### src/rtl/contador_regressivo_m_if.sv
// Control/status bundle for the loadable modulo-M down counter.
interface contador_regressivo_m_if #(
  parameter int unsigned N = 7
);
  logic         zera_s;
  logic         carrega;
  logic [N-1:0] valor;
  logic         inicia;
  logic         conta;
  logic [N-1:0] Q;
  logic         fim;
  logic         meio;
  logic         ativo;
  logic         pronto;

  // Control unit side: drives commands, observes count and status pulses.
  modport master (
    output zera_s, carrega, valor, inicia, conta,
    input  Q, fim, meio, ativo, pronto
  );

  // Counter side.
  modport slave (
    input  zera_s, carrega, valor, inicia, conta,
    output Q, fim, meio, ativo, pronto
  );
endinterface

### src/rtl/contador_regressivo_m.sv
// Loadable modulo-M down counter with control FSM; registered count,
// one-cycle fim/meio pulses, and state-decoded ativo/pronto flags.
module contador_regressivo_m #(
  parameter int unsigned M = 100,
  parameter int unsigned N = 7
) (
  input  logic                     clock,
  input  logic                     zera_as_n,
  contador_regressivo_m_if.slave   bus
);

  localparam logic [1:0] OCIOSO   = 2'd0;
  localparam logic [1:0] PRONTO   = 2'd1;
  localparam logic [1:0] CONTANDO = 2'd2;
  localparam logic [1:0] FIM      = 2'd3;

  // Largest loadable value; loads above it saturate here.
  localparam logic [N-1:0] VALOR_MAX = N'(M - 1);

  logic [1:0]   state_q, state_d;
  logic [N-1:0] q_q, q_d;
  logic [N-1:0] carga_q, carga_d;
  logic         fim_q, fim_d;
  logic         meio_q, meio_d;
  logic         ativo_q, pronto_q;
  logic [N-1:0] valor_sat;
  logic [N-1:0] q_dec;
  logic [N-1:0] metade;

  assign valor_sat = (bus.valor > VALOR_MAX) ? VALOR_MAX : bus.valor;
  assign q_dec     = q_q - N'(1);
  assign metade    = carga_q >> 1;

  // Next-state and next-count logic; command priority zera_s > carrega > inicia > conta.
  always_comb begin
    state_d = state_q;
    q_d     = q_q;
    carga_d = carga_q;
    fim_d   = 1'b0;
    meio_d  = 1'b0;
    if (bus.zera_s) begin
      state_d = OCIOSO;
      q_d     = '0;
      carga_d = '0;
    end else if (bus.carrega) begin
      carga_d = valor_sat;
      q_d     = valor_sat;
      state_d = PRONTO;
    end else if (bus.inicia && (state_q == PRONTO || state_q == FIM)) begin
      q_d = carga_q;
      if (carga_q == '0) begin
        state_d = FIM;
        fim_d   = 1'b1;
      end else begin
        state_d = CONTANDO;
      end
    end else if (bus.conta && state_q == CONTANDO) begin
      // Guard keeps Q from wrapping even if CONTANDO were entered at zero.
      if (q_q != '0) begin
        q_d = q_dec;
        if (q_q == N'(1)) begin
          fim_d   = 1'b1;
          state_d = FIM;
        end else if (carga_q >= N'(2) && q_dec == metade) begin
          meio_d = 1'b1;
        end
      end
    end
  end

  // State, count and registered status outputs.
  always_ff @(posedge clock or negedge zera_as_n) begin
    if (!zera_as_n) begin
      state_q  <= OCIOSO;
      q_q      <= '0;
      carga_q  <= '0;
      fim_q    <= 1'b0;
      meio_q   <= 1'b0;
      ativo_q  <= 1'b0;
      pronto_q <= 1'b0;
    end else begin
      state_q  <= state_d;
      q_q      <= q_d;
      carga_q  <= carga_d;
      fim_q    <= fim_d;
      meio_q   <= meio_d;
      ativo_q  <= (state_d == CONTANDO);
      pronto_q <= (state_d == PRONTO);
    end
  end

  assign bus.Q      = q_q;
  assign bus.fim    = fim_q;
  assign bus.meio   = meio_q;
  assign bus.ativo  = ativo_q;
  assign bus.pronto = pronto_q;

endmodule

### src/flat_wrapper.sv
// flat-port wrapper written by rule: the top's interface ports become plain ports
module contador_regressivo_m_flat 
#(
  parameter int unsigned M = 100,
  parameter int unsigned N = 7
)
  (clock, zera_as_n, bus_zera_s, bus_carrega, bus_valor, bus_inicia, bus_conta, bus_Q, bus_fim, bus_meio, bus_ativo, bus_pronto);
  contador_regressivo_m_if #(.N(N)) bus_i ();
  input  logic clock;
  input  logic zera_as_n;
  input wire logic [$bits(bus_i.zera_s)-1:0] bus_zera_s;
  input wire logic [$bits(bus_i.carrega)-1:0] bus_carrega;
  input wire logic [$bits(bus_i.valor)-1:0] bus_valor;
  input wire logic [$bits(bus_i.inicia)-1:0] bus_inicia;
  input wire logic [$bits(bus_i.conta)-1:0] bus_conta;
  output wire logic [$bits(bus_i.Q)-1:0] bus_Q;
  output wire logic [$bits(bus_i.fim)-1:0] bus_fim;
  output wire logic [$bits(bus_i.meio)-1:0] bus_meio;
  output wire logic [$bits(bus_i.ativo)-1:0] bus_ativo;
  output wire logic [$bits(bus_i.pronto)-1:0] bus_pronto;
  assign bus_i.zera_s = bus_zera_s;
  assign bus_i.carrega = bus_carrega;
  assign bus_i.valor = bus_valor;
  assign bus_i.inicia = bus_inicia;
  assign bus_i.conta = bus_conta;
  assign bus_Q = bus_i.Q;
  assign bus_fim = bus_i.fim;
  assign bus_meio = bus_i.meio;
  assign bus_ativo = bus_i.ativo;
  assign bus_pronto = bus_i.pronto;
  contador_regressivo_m #(.M(M), .N(N)) u_core (.clock(clock), .zera_as_n(zera_as_n), .bus(bus_i));
endmodule
### config.mk
export PLATFORM = sky130hd
export DESIGN_NAME = contador_regressivo_m_flat
export DESIGN_NICKNAME = d
export VERILOG_FILES = /design/src/rtl/contador_regressivo_m_if.sv /design/src/rtl/contador_regressivo_m.sv /design/src/flat_wrapper.sv
export SDC_FILE = /design/constraint.sdc
export NUM_CORES = 1
export LEC_CHECK = 0
export ABC_CLOCK_PERIOD_IN_PS = 1900
export BUFFER_PORTS_ARGS = -buffer_cell sky130_fd_sc_hd__buf_2
export CAP_MARGIN = 20
export CORE_MARGIN = 2
export CORE_UTILIZATION = 54
export CTS_CLUSTER_DIAMETER = 200
export DETAILED_ROUTE_END_ITERATION = 7
export PLACE_DENSITY = 0.77
export SYNTH_ARGS = -nofsm -noshare
export SYNTH_HDL_FRONTEND = slang
export SYNTH_SLANG_ARGS = --single-unit
### constraint.sdc
create_clock -name clock -period 1.9 [get_ports clock]
set_input_delay 0.38 -clock clock [delete_from_list [all_inputs] [get_ports clock]]
set_output_delay 0.38 -clock clock [all_outputs]
set_load 0.02 [all_outputs]
==> metrics.md, run 1 <==
| Metric | Value |
|---|---|
| Most frequent cells in the layout | buf_2, dfrtp_1, nor2_1 |
| Worst-path clk slew | 0.12 ns |
| Grt total ovfl | 0 |
| Hold Violations, Final | 2 |
| Clk network pwr share | 22.3% |
| Critical path endpoint category | register |
| Post-DP Area | 0.00144 mm^2 |
| Row Count | 17 |
| Synthesis warning total | 0 |
| DR iter-0 viols | 37 |
| Synth top area cells | dfrtp_1, xnor2_1, nor2_1 |
| Syn Nets | 140 |
| Number of synthesized flops with an enable pin | 0 |
| Critical Path RT | 2.09 ns |
| Commonest non-fill, non-tap cell in the layout | buf_2 |
| Final ANT Viol Nets | 0 |
| Fillers | 195 |
| Area grow syn2layout | 18.0% |
| Worst-Skew Late Latency | 0.30 ns |
| Min-Delay Path Class | in2async |
| Internal Power | 750 uW |
| Antenna cell count | 0 |
| Ys flop type | dfrtp_1 |
| Skew final | 0.00678 ns |
| Final Total Pwr | 1130 uW |
| Port bufs | 23 |
| Tot GR Track Use | 24.8% |
| CTS tree | built |
| First drt pass iteration count | 4 |
| Share of the synthesized area in the top cell type | 39.2% |
| Pwr Density | 751 mW/mm^2 |
| Post-Syn Area | 0.00128 mm^2 |
| Final worst-path cycle share | 95.6% |
| GP Congestion | 0.900 |
| Leakage Power | 0.000715 uW |
| Critical Path Fanout Max | 6 |
| Vias in the first global route | 1039 |
| Sw frac | 33.7% |
| Failing checks | hold timing |
| Core Region | 0.00223 mm^2 |
| Syn_area_per_cell | 10.2 um^2 |
| Relative slew margins | 70.1% |
| Final non-filler cell area | 0.00151 mm^2 |
| Dpl hpwl | 2240 um |
| Routed vias/inst | 5.99 |
| Largest net degree at the start of global routing | 21 |
| Net count, final | 172 |
| Final setup fails | 0 |
| R2R depth | 6 |
| Reg power frac | 44.1% |
| H-tree levels | 1 |
| Fmax achieved | 550 MHz |
| Outcome | finished, violations left |
| P_sw | 382 uW |
| Cell count after synthesis | 125 |
| Leading area contributor after synthesis | dfrtp_1 |
| Max Cap Violations | 0 |
| Maximum VDD drop | 0.500 mV |
| Root buf cell | clkbuf_4 |
| Combinational power share | 33.6% |
| Register area share after synthesis | 39.2% |
| Synth cell types | 50 |
| Critical path arrival | 2.01 ns |
| Clock Path Buffers | 2 |
| Slew @ Worst Pin | 0.449 ns |
| Final hold slack | -0.000886 ns |
| Count of state elements after synthesis | 20 |
| Residual DRC count | 0 |
| CTS Buf Count | 3 |
| Pins Over Slew Limit | 0 |
| Share of layout cells above drive strength 1 | 28.8% |
| Die ar. | 0.00277 mm^2 |
| WS Path Type | reg2reg |
| Post-Route WL | 2970 um |
| CP startpoint kind | register |
| I/O Pins | 24 |
| Period minus WS final | 1.82 ns |
| Async set-reset flop share out of synthesis | 100% |
| # clock sinks | 20 |
| Initial antenna violation count | 0 |
| Die Ht | 52.6 um |
| Die W | 52.6 um |
| Via count | 1102 |
| First-pass GRT wire length | 4940 um |
| Starting Density | 57.2% |
| WL per Instance | 16.2 um |
[path summary, 6_finish.rpt]
kind	startpoint	endpoint	slack, ns
max	u_core.bus.Q[1]	u_core.bus.Q[2]	0.08
min	zera_as_n	u_core.bus.Q[4]	-0.0009
max reg2reg	u_core.bus.Q[1]	u_core.bus.Q[2]	0.08
min reg2reg	u_core.carga_q[0]	u_core.carga_q[0]	0.54
max in group asynchronous	zera_as_n	u_core.bus.Q[0]	1.59
min in group clock	bus_valor[4]	u_core.carga_q[4]	0.36
[sequential cells by signal, indices dropped and copies added (netlist names)]
name	count
u_core.state_q	2
u_core.bus.meio	1
u_core.bus.fim	1
u_core.bus.Q	7
u_core.bus.ativo	1
u_core.bus.pronto	1
u_core.carga_q	7
[cell usage after synthesis (2+ instances only)]
master    count
a21boi_0      2
a21boi_1      2
a21oi_1       5
a22oi_1       2
a31oi_1       2
a32oi_1       2
and2_1        3
clkbuf_1      2
dfrtp_1      20
ha_1          2
inv_1         8
mux2_1        3
mux2i_1       3
nand2_1       8
nand3_1       2
nand3b_1      2
nand4_1       2
nor2_1       12
nor3_2        2
nor4_2        2
o21ai_0       2
o22ai_1       2
xnor2_1       7
xnor3_1       2
[area by class of cell]
cell class                      count  area, um^2  area share, %
Inverter                            8        30.0           1.99
Timing Repair Buffer               31         175           11.6
Sequential cell                    20         500           33.2
Tap cell                           28        35.0           2.32
Clock buffer                        4        36.3           2.41
Multi-Input combinational cell     93         731           48.5
[critical path, cell delays in order (launching register included)]
cell,delay (ns)
dfrtp_1,0.41
inv_1,0.11
ha_1,0.18
nor3b_4,0.32
a21oi_4,0.13
nor2_4,0.22
mux2_1,0.35
[repair_timing]
item                                    in CTS  in global routing
gates resized for setup                      0                  1
endpoints found under the hold margin        0                  0
setup buffers                                0                  3
hold buffers                                 0                  0
endpoints found under the setup margin       0                  4
[cells by family after synthesis]
group / synth area share (%)
multiplexers: 5.00
XOR/XNOR: 9.01
buffers and inverters: 4.21
AO/OA/AOI/OAI: 20.7
adder cells (fa/ha/maj): 1.96
AND/OR/NAND/NOR: 20.0
flip-flops: 39.2
[power by group through the flow]
| stage | Combinational [uW] | Clock, uW | Sequential, uW |
|---|---|---|---|
| after global placement | 360 | 0 | 507 |
| after floorplan | 232 | 0 | 533 |
| after global routing | 419 | 281 | 505 |
| final | 380 | 252 | 500 |
| after detailed placement | 366 | 0 | 508 |
| after CTS | 368 | 261 | 500 |
[per-layer routing]
layer | global-route usage [%] | vias to the layer above | part of all wire, % | wire (um)
met5 | 0 | - | 0 | 0
met2 | 35.4 | 37 | 46 | 1360
met1 | 35.8 | 529 | 46 | 1370
li1 | - | 524 | - | -
met4 | 11.1 | 0 | 3.3 | 99
met3 | 5.43 | 12 | 4.9 | 146
[through the flow]
stage / setup TNS [ns] / instances / setup WS [ns] / util (%) / hold WS, ns
5_1_grt: -0.0225 / 184 / -0.0184 / 67.5 / 0.0308
3_3_place_gp: 0 / 177 / 0.154 / 64.5 / 0.348
4_1_cts: 0 / 181 / 0.0671 / 66.2 / 0.0165
3_5_place_dp: 0 / 177 / 0.0843 / 64.5 / 0.359
2_1_floorplan: 0 / 125 / 0.0514 / - / 0.0844
6_report: 0 / 184 / 0.0831 / 67.5 / -0.000886
Note: power is estimated with default switching activity, not from simulation.
==> run 2: changes to the inputs <==
--- a/config.mk
+++ b/config.mk
@@ -8,5 +8,5 @@
 export ABC_CLOCK_PERIOD_IN_PS = 1900
 export BUFFER_PORTS_ARGS = -buffer_cell sky130_fd_sc_hd__buf_2
-export CAP_MARGIN = 20
+export CAP_MARGIN = 5
 export CORE_MARGIN = 2
 export CORE_UTILIZATION = 54
@@ -14,4 +14,5 @@
 export DETAILED_ROUTE_END_ITERATION = 7
 export PLACE_DENSITY = 0.77
+export SETUP_SLACK_MARGIN = 0.3
 export SYNTH_ARGS = -nofsm -noshare
 export SYNTH_HDL_FRONTEND = slang
==> constraint.sdc (replaced) <==
create_clock -name clock -period 1.9 [get_ports clock]
set_input_delay 0.095 -clock clock [delete_from_list [all_inputs] [get_ports clock]]
set_output_delay 0.095 -clock clock [all_outputs]
set_load 0.02 [all_outputs]
==> run 2 against run 1 <==
The flow now finishes without violations. Clock power rose by 41%. Global-route usage rose by 0.68 points. Highest routed layer unchanged. Non-clock buffer count rose by 12. First-iteration DRC count rose by 22%. Maximum frequency rose by 5.1%. Routed wire length rose by 12%. Power rose by 20%. Cell area rose by 13%. Clock skew fell by 0.0053 ns. Largest cell class unchanged. Clock-buffer cell count fell by 1. Core utilization rose by 8.5 points. Worst setup slack improved by 0.088 ns.
==> metrics.md, run 2 (same netlist as run 1, synthesis figures left out) <==
| Metric | Value |
|---|---|
| GP Congestion | 0.944 (+5.0%) |
| Vias in the first global route | 1087 (+4.6%) |
| Routed vias/inst | 5.91 (-1.3%) |
| Pwr Density | 798 mW/mm^2 (+6.3%) |
| Sum of negative setup slack | 0 ns (unchanged) |
| Slew @ Worst Pin | 0.437 ns (-0.0120 ns) |
| CTS Buf Count | 3 (unchanged) |
| WS Path Type | reg2reg |
| Starting Density | 57.2% (unchanged) |
| Net count, final | 184 (+7.0%) |
| R2R depth | 7 (+1) |
| Port bufs | 23 (unchanged) |
| CTS tree | built |
| Worst-Skew Late Latency | 0.31 ns (about the same) |
| Post-Route WL | 3340 um (+12%) |
| Critical path endpoint category | register |
| First-pass GRT wire length | 5010 um (+1.4%) |
| Tot GR Track Use | 25.5% (+0.68 points) |
| Final setup fails | 0 (unchanged) |
| Via count | 1159 (+5.2%) |
| Fillers | 161 (-17%) |
| Worst-path clk slew | 0.12 ns (about the same) |
| Outcome | finished clean |
| Fmax achieved | 579 MHz (+5.1%) |
| # clock sinks | 20 (unchanged) |
| Area grow syn2layout | 32.8% |
| Critical Path Fanout Max | 3 (-3) |
| Hold Crit Depth | 3 |
| Min-Delay Path Class | in2reg |
| Skew final | 0.00147 ns (-0.00531 ns) |
| Core Region | 0.00223 mm^2 (unchanged) |
| Leakage Power | 0.000787 uW (+10%) |
| Relative slew margins | 70.9% (+0.80 points) |
| WL per Instance | 17.1 um (+5.6%) |
| Most frequent cells in the layout | buf_2, dfrtp_1, buf_4 |
| Die Ht | 52.6 um (unchanged) |
| Critical Path RT | 2.11 ns (+0.02 ns) |
| Max Cap Violations | 0 (unchanged) |
| CP startpoint kind | register |
| Final ANT Viol Nets | 0 (unchanged) |
| DP Worst Slack | 0.0917 ns (+0.00740 ns) |
| Pins Over Slew Limit | 0 (unchanged) |
| Die W | 52.6 um (unchanged) |
| Critical path arrival | 1.94 ns (-0.07 ns) |
| H-tree levels | 1 (unchanged) |
| Residual DRC count | 0 (unchanged) |
| RSZ-0062 raised after global routing | yes |
| DR iter-0 viols | 45 (+22%) |
| I/O Pins | 24 (unchanged) |
| Antenna cell count | 0 (unchanged) |
| Fin worst setup slack | 0.172 ns (+0.0884 ns) |
| Share of layout cells above drive strength 1 | 40.5% (+12 points) |
| Die ar. | 0.00277 mm^2 (unchanged) |
| Period minus WS final | 1.73 ns (-0.0884 ns) |
| First drt pass iteration count | 4 (unchanged) |
| Row Count | 17 (unchanged) |
| Hold Violations, Final | 0 (-2) |
| Final worst-path cycle share | 91.0% (-4.7 points) |
| Root buf cell | clkbuf_4 |
| Largest net degree at the start of global routing | 21 (unchanged) |
| Maximum VDD drop | 0.575 mV (+15%) |
| Dpl hpwl | 2180 um (-2.6%) |
| Grt total ovfl | 0 (unchanged) |
| Commonest non-fill, non-tap cell in the layout | buf_2 |
| Clock Path Buffers | 2 (unchanged) |
| Initial antenna violation count | 0 (unchanged) |
| R2r setup slk | 0.17 ns (+0.09 ns) |
run 2: critical path, stage by stage, from the launching register on:
cell     delay [ns]
dfrtp_2        0.43
inv_2          0.09
ha_4           0.13
nor3b_4        0.26
buf_4          0.17
xnor2_1        0.13
o22ai_1        0.12
mux2_4         0.28
run 2: final cells by class:
class	instances	area, um^2	area share, %
Multi-Input combinational cell	93	791	46.6
Clock buffer	3	22.5	1.33
Clock inverter	1	30.0	1.77
Tap cell	28	35.0	2.06
Timing Repair Buffer	43	283	16.7
Sequential cell	20	505	29.8
Inverter	8	30.0	1.77
run 2: worst paths after layout:
path	start	to
min	bus_valor[3]	u_core.carga_q[3]
max in group asynchronous	zera_as_n	u_core.state_q[0]
min in group asynchronous	zera_as_n	u_core.carga_q[5]
min reg2reg	u_core.carga_q[0]	u_core.carga_q[0]
max	u_core.bus.Q[1]	u_core.bus.Q[4]
max reg2reg	u_core.bus.Q[1]	u_core.bus.Q[4]
run 2: metrics by stage:
step           area, um^2  power (uW)  utilization, %  std cells  hold WS, ns
6_report             1700        1350            76.0        196       0.0593
3_5_place_dp         1450         891            65.0        174       0.0655
2_1_floorplan        1310         787               -        125       -0.201
5_1_grt              1700        1420            76.0        196       0.0634
4_1_cts              1630        1310            73.0        191       0.0499
3_3_place_gp         1450         881            65.0        174       0.0581
run 2: timing repair:
item                                    CTS  global route
buffers inserted                         12             5
endpoints found under the hold margin    20             0
hold buffers                              1             0
pin swaps                                 5            10
endpoints found under the setup margin    8             9
gates resized for setup                   6             6
run 2: report_power, final:
part | switching, uW | total [uW] | internal, uW | leakage (uW)
Clock | 142 | 355 | 213 | 0.0000279
Combinational | 243 | 493 | 250 | 0.000500
Sequential | 47.8 | 506 | 458 | 0.000259
Total | 432 | 1350 | 922 | 0.000787
run 2: per-layer routing:
layer	GRT usage, %	vias up	wire [um]
li1	-	544	-
met1	33.8	553	1440
met2	41.5	54	1620
met3	2.57	8	209
met4	12.4	0	74
met5	0	-	0
==> run 3: changes to the inputs <==
- PLACE_DENSITY: 0.77 -> not set
- PLACE_DENSITY_LB_ADDON: not set -> 0.08
==> run 3 against run 2 <==
Sequential power about the same. Register-to-register slack about the same. Clock-buffer cell count unchanged. Cell area up 1.7%. Non-clock buffer count up 2. Via count up 3.3%. Hold slack worse by 0.014 ns.
==> metrics.md, run 3 (same netlist as run 1, synthesis figures left out) <==
| Metric | Value |
|---|---|
| Post-Route WL | 3470 um (+3.8%) |
| Worst-Skew Late Latency | 0.32 ns (about the same) |
| WL per Instance | 17.5 um (+2.8%) |
| Fin worst setup slack | 0.175 ns (+0.00356 ns) |
| Critical Path RT | 2.12 ns (about the same) |
| Post-DP Area | 0.00147 mm^2 (+1.0%) |
| Antenna cell count | 0 (unchanged) |
| CP max stage cell | dfrtp_2 |
| Vias in the first global route | 1122 (+3.2%) |
| First drt pass iteration count | 4 (unchanged) |
| Final setup fails | 0 (unchanged) |
| Leakage Power | 0.000806 uW (+2.4%) |
| Routed vias/inst | 6.05 (+2.2%) |
| Clock Path Buffers | 2 (unchanged) |
| Hold Violations, Final | 0 (unchanged) |
| Maximum VDD drop | 0.529 mV (-8.0%) |
| Area grow syn2layout | 35.1% |
| Row Count | 17 (unchanged) |
| Critical path arrival | 1.95 ns (about the same) |
| Critical path endpoint category | register |
| Fmax achieved | 580 MHz (+0.21%) |
| Hold worst-path end | u_core.carga_q[3] |
| Port bufs | 23 (unchanged) |
| Hold Crit Depth | 3 (unchanged) |
| Largest net degree at the start of global routing | 21 (unchanged) |
| Commonest non-fill, non-tap cell in the layout | buf_2 |
| Top Layer Used | met4 |
| Sum of negative setup slack | 0 ns (unchanged) |
| Launch point of the worst path | u_core.bus.Q[1] |
| Net count, final | 186 (+1.1%) |
| Starting Density | 57.2% (unchanged) |
| R2r endpoint | u_core.bus.Q[2] |
| Die Ht | 52.6 um (unchanged) |
| H-tree levels | 1 (unchanged) |
| First-pass GRT wire length | 5390 um (+7.6%) |
| RSZ-0062 raised after global routing | yes |
| Grt total ovfl | 0 (unchanged) |
| Pins Over Slew Limit | 0 (unchanged) |
| Die W | 52.6 um (unchanged) |
| Skew final | 0.00680 ns (+0.00533 ns) |
| Worst-path clk slew | 0.13 ns (about the same) |
| Core Region | 0.00223 mm^2 (unchanged) |
| Tot GR Track Use | 27.4% (+1.9 points) |
| Most frequent cells in the layout | buf_2, buf_4, dfrtp_1 |
| Final worst-path cycle share | 90.8% (-0.19 points) |
| Min-Delay Path Class | in2reg |
| CTS Buf Count | 3 (unchanged) |
| Relative slew margins | 68.6% (-2.2 points) |
| WS Path Type | reg2reg |
| Share of layout cells above drive strength 1 | 44.7% (+4.2 points) |
| Dpl hpwl | 2230 um (+2.4%) |
| Period minus WS final | 1.72 ns (-0.00356 ns) |
| Critical path, cell by cell | inv_2 -> ha_4 -> nor3b_4 -> a21oi_4 -> nor2_4 -> mux2_4 |
| Critical R2R Launch | u_core.bus.Q[1] |
| I/O Pins | 24 (unchanged) |
| # clock sinks | 20 (unchanged) |
| Final hold slack | 0.0455 ns (-0.0138 ns) |
| Initial antenna violation count | 0 (unchanged) |
| Wire length on met1 | 1540 um (+7.5%) |
| Largest stage delay, worst path | 0.43 ns (about the same) |
| R2R depth | 6 (-1) |
| DR iter-0 viols | 45 (unchanged) |
| Critical Path Fanout Max | 5 (+2) |
| Max Cap Violations | 0 (unchanged) |
| Final non-filler cell area | 0.00173 mm^2 (+1.7%) |
| DR WL met2 | 1650 um (+1.4%) |
| Final ANT Viol Nets | 0 (unchanged) |
| Via count | 1197 (+3.3%) |
| R2r setup slk | 0.18 ns (about the same) |
| Die ar. | 0.00277 mm^2 (unchanged) |
| Slew @ Worst Pin | 0.470 ns (+0.0335 ns) |
| Root buf cell | clkbuf_4 |
| Final Core Density | 77.3% (+1.3 points) |
| DP Worst Slack | 0.0779 ns (-0.0139 ns) |
| Outcome | finished clean |
| Pwr Density | 796 mW/mm^2 (-0.20%) |
| WL met3 | 163 um (-22%) |
| Residual DRC count | 0 (unchanged) |
| CP startpoint kind | register |
| GP Congestion | 0.878 (-7.0%) |
| CTS tree | built |
| Min-delay src | bus_valor[3] |
## run 3: layout make-up
class,count,area [um^2]
clock buffer,3,22.5
sequential,20,504
multi-input combinational,93,810
fill,159,508
timing repair buffer,45,294
inverter,8,30.0
tap,28,35.0
clock inverter,1,30.0
## run 3: worst max-delay path: cells and delay by family, from the launching register on
family                   cells  cell delay [ns]
AND/OR/NAND/NOR              2             0.52
flip-flops                   1             0.43
multiplexers                 1             0.32
adder cells (fa/ha/maj)      1             0.14
AO/OA/AOI/OAI                1             0.13
buffers and inverters        1             0.08
## run 3: how the worst max path moves through the flow
stage | to | slack [ns] | cells after the start
2_1_floorplan | u_core.bus.Q[2] | 0.15 | 6
3_3_place_gp | u_core.bus.Q[2] | 0.14 | 6
3_5_place_dp | u_core.bus.Q[2] | 0.08 | 6
4_1_cts | u_core.bus.Q[4] | 0.25 | 7
5_1_grt | u_core.bus.Q[4] | 0.08 | 6
6_report | u_core.bus.Q[2] | 0.18 | 6
## run 3: layer usage
layer  up-vias  GRT usage, %
met5         -             0
met4         0          12.0
met3        13          3.71
met2        52          44.4
met1       583          36.2
li1        549             -
## run 3: timing repair
action / 4_1_cts / 5_1_grt
endpoints found under the hold margin: 20 / 0
hold buffers: 1 / 0
pin swaps: 8 / 9
resized for setup: 10 / 5
endpoints found under the setup margin: 9 / 9
setup buffers: 13 / 4
## run 3: stage by stage
stage | power [uW] | std cells
global route | 1430 | 198
CTS | 1340 | 194
detailed placement | 903 | 176
finish | 1370 | 198
floorplan | 787 | 125
global placement | 893 | 176
## run 3: report_power, final
group / total (uW) / switching (uW) / internal (uW) / leakage, uW
combinational: 503 / 249 / 254 / 0.000517
sequential: 503 / 45.6 / 458 / 0.000260
clock: 368 / 154 / 214 / 0.0000279
total: 1370 / 449 / 926 / 0.000806
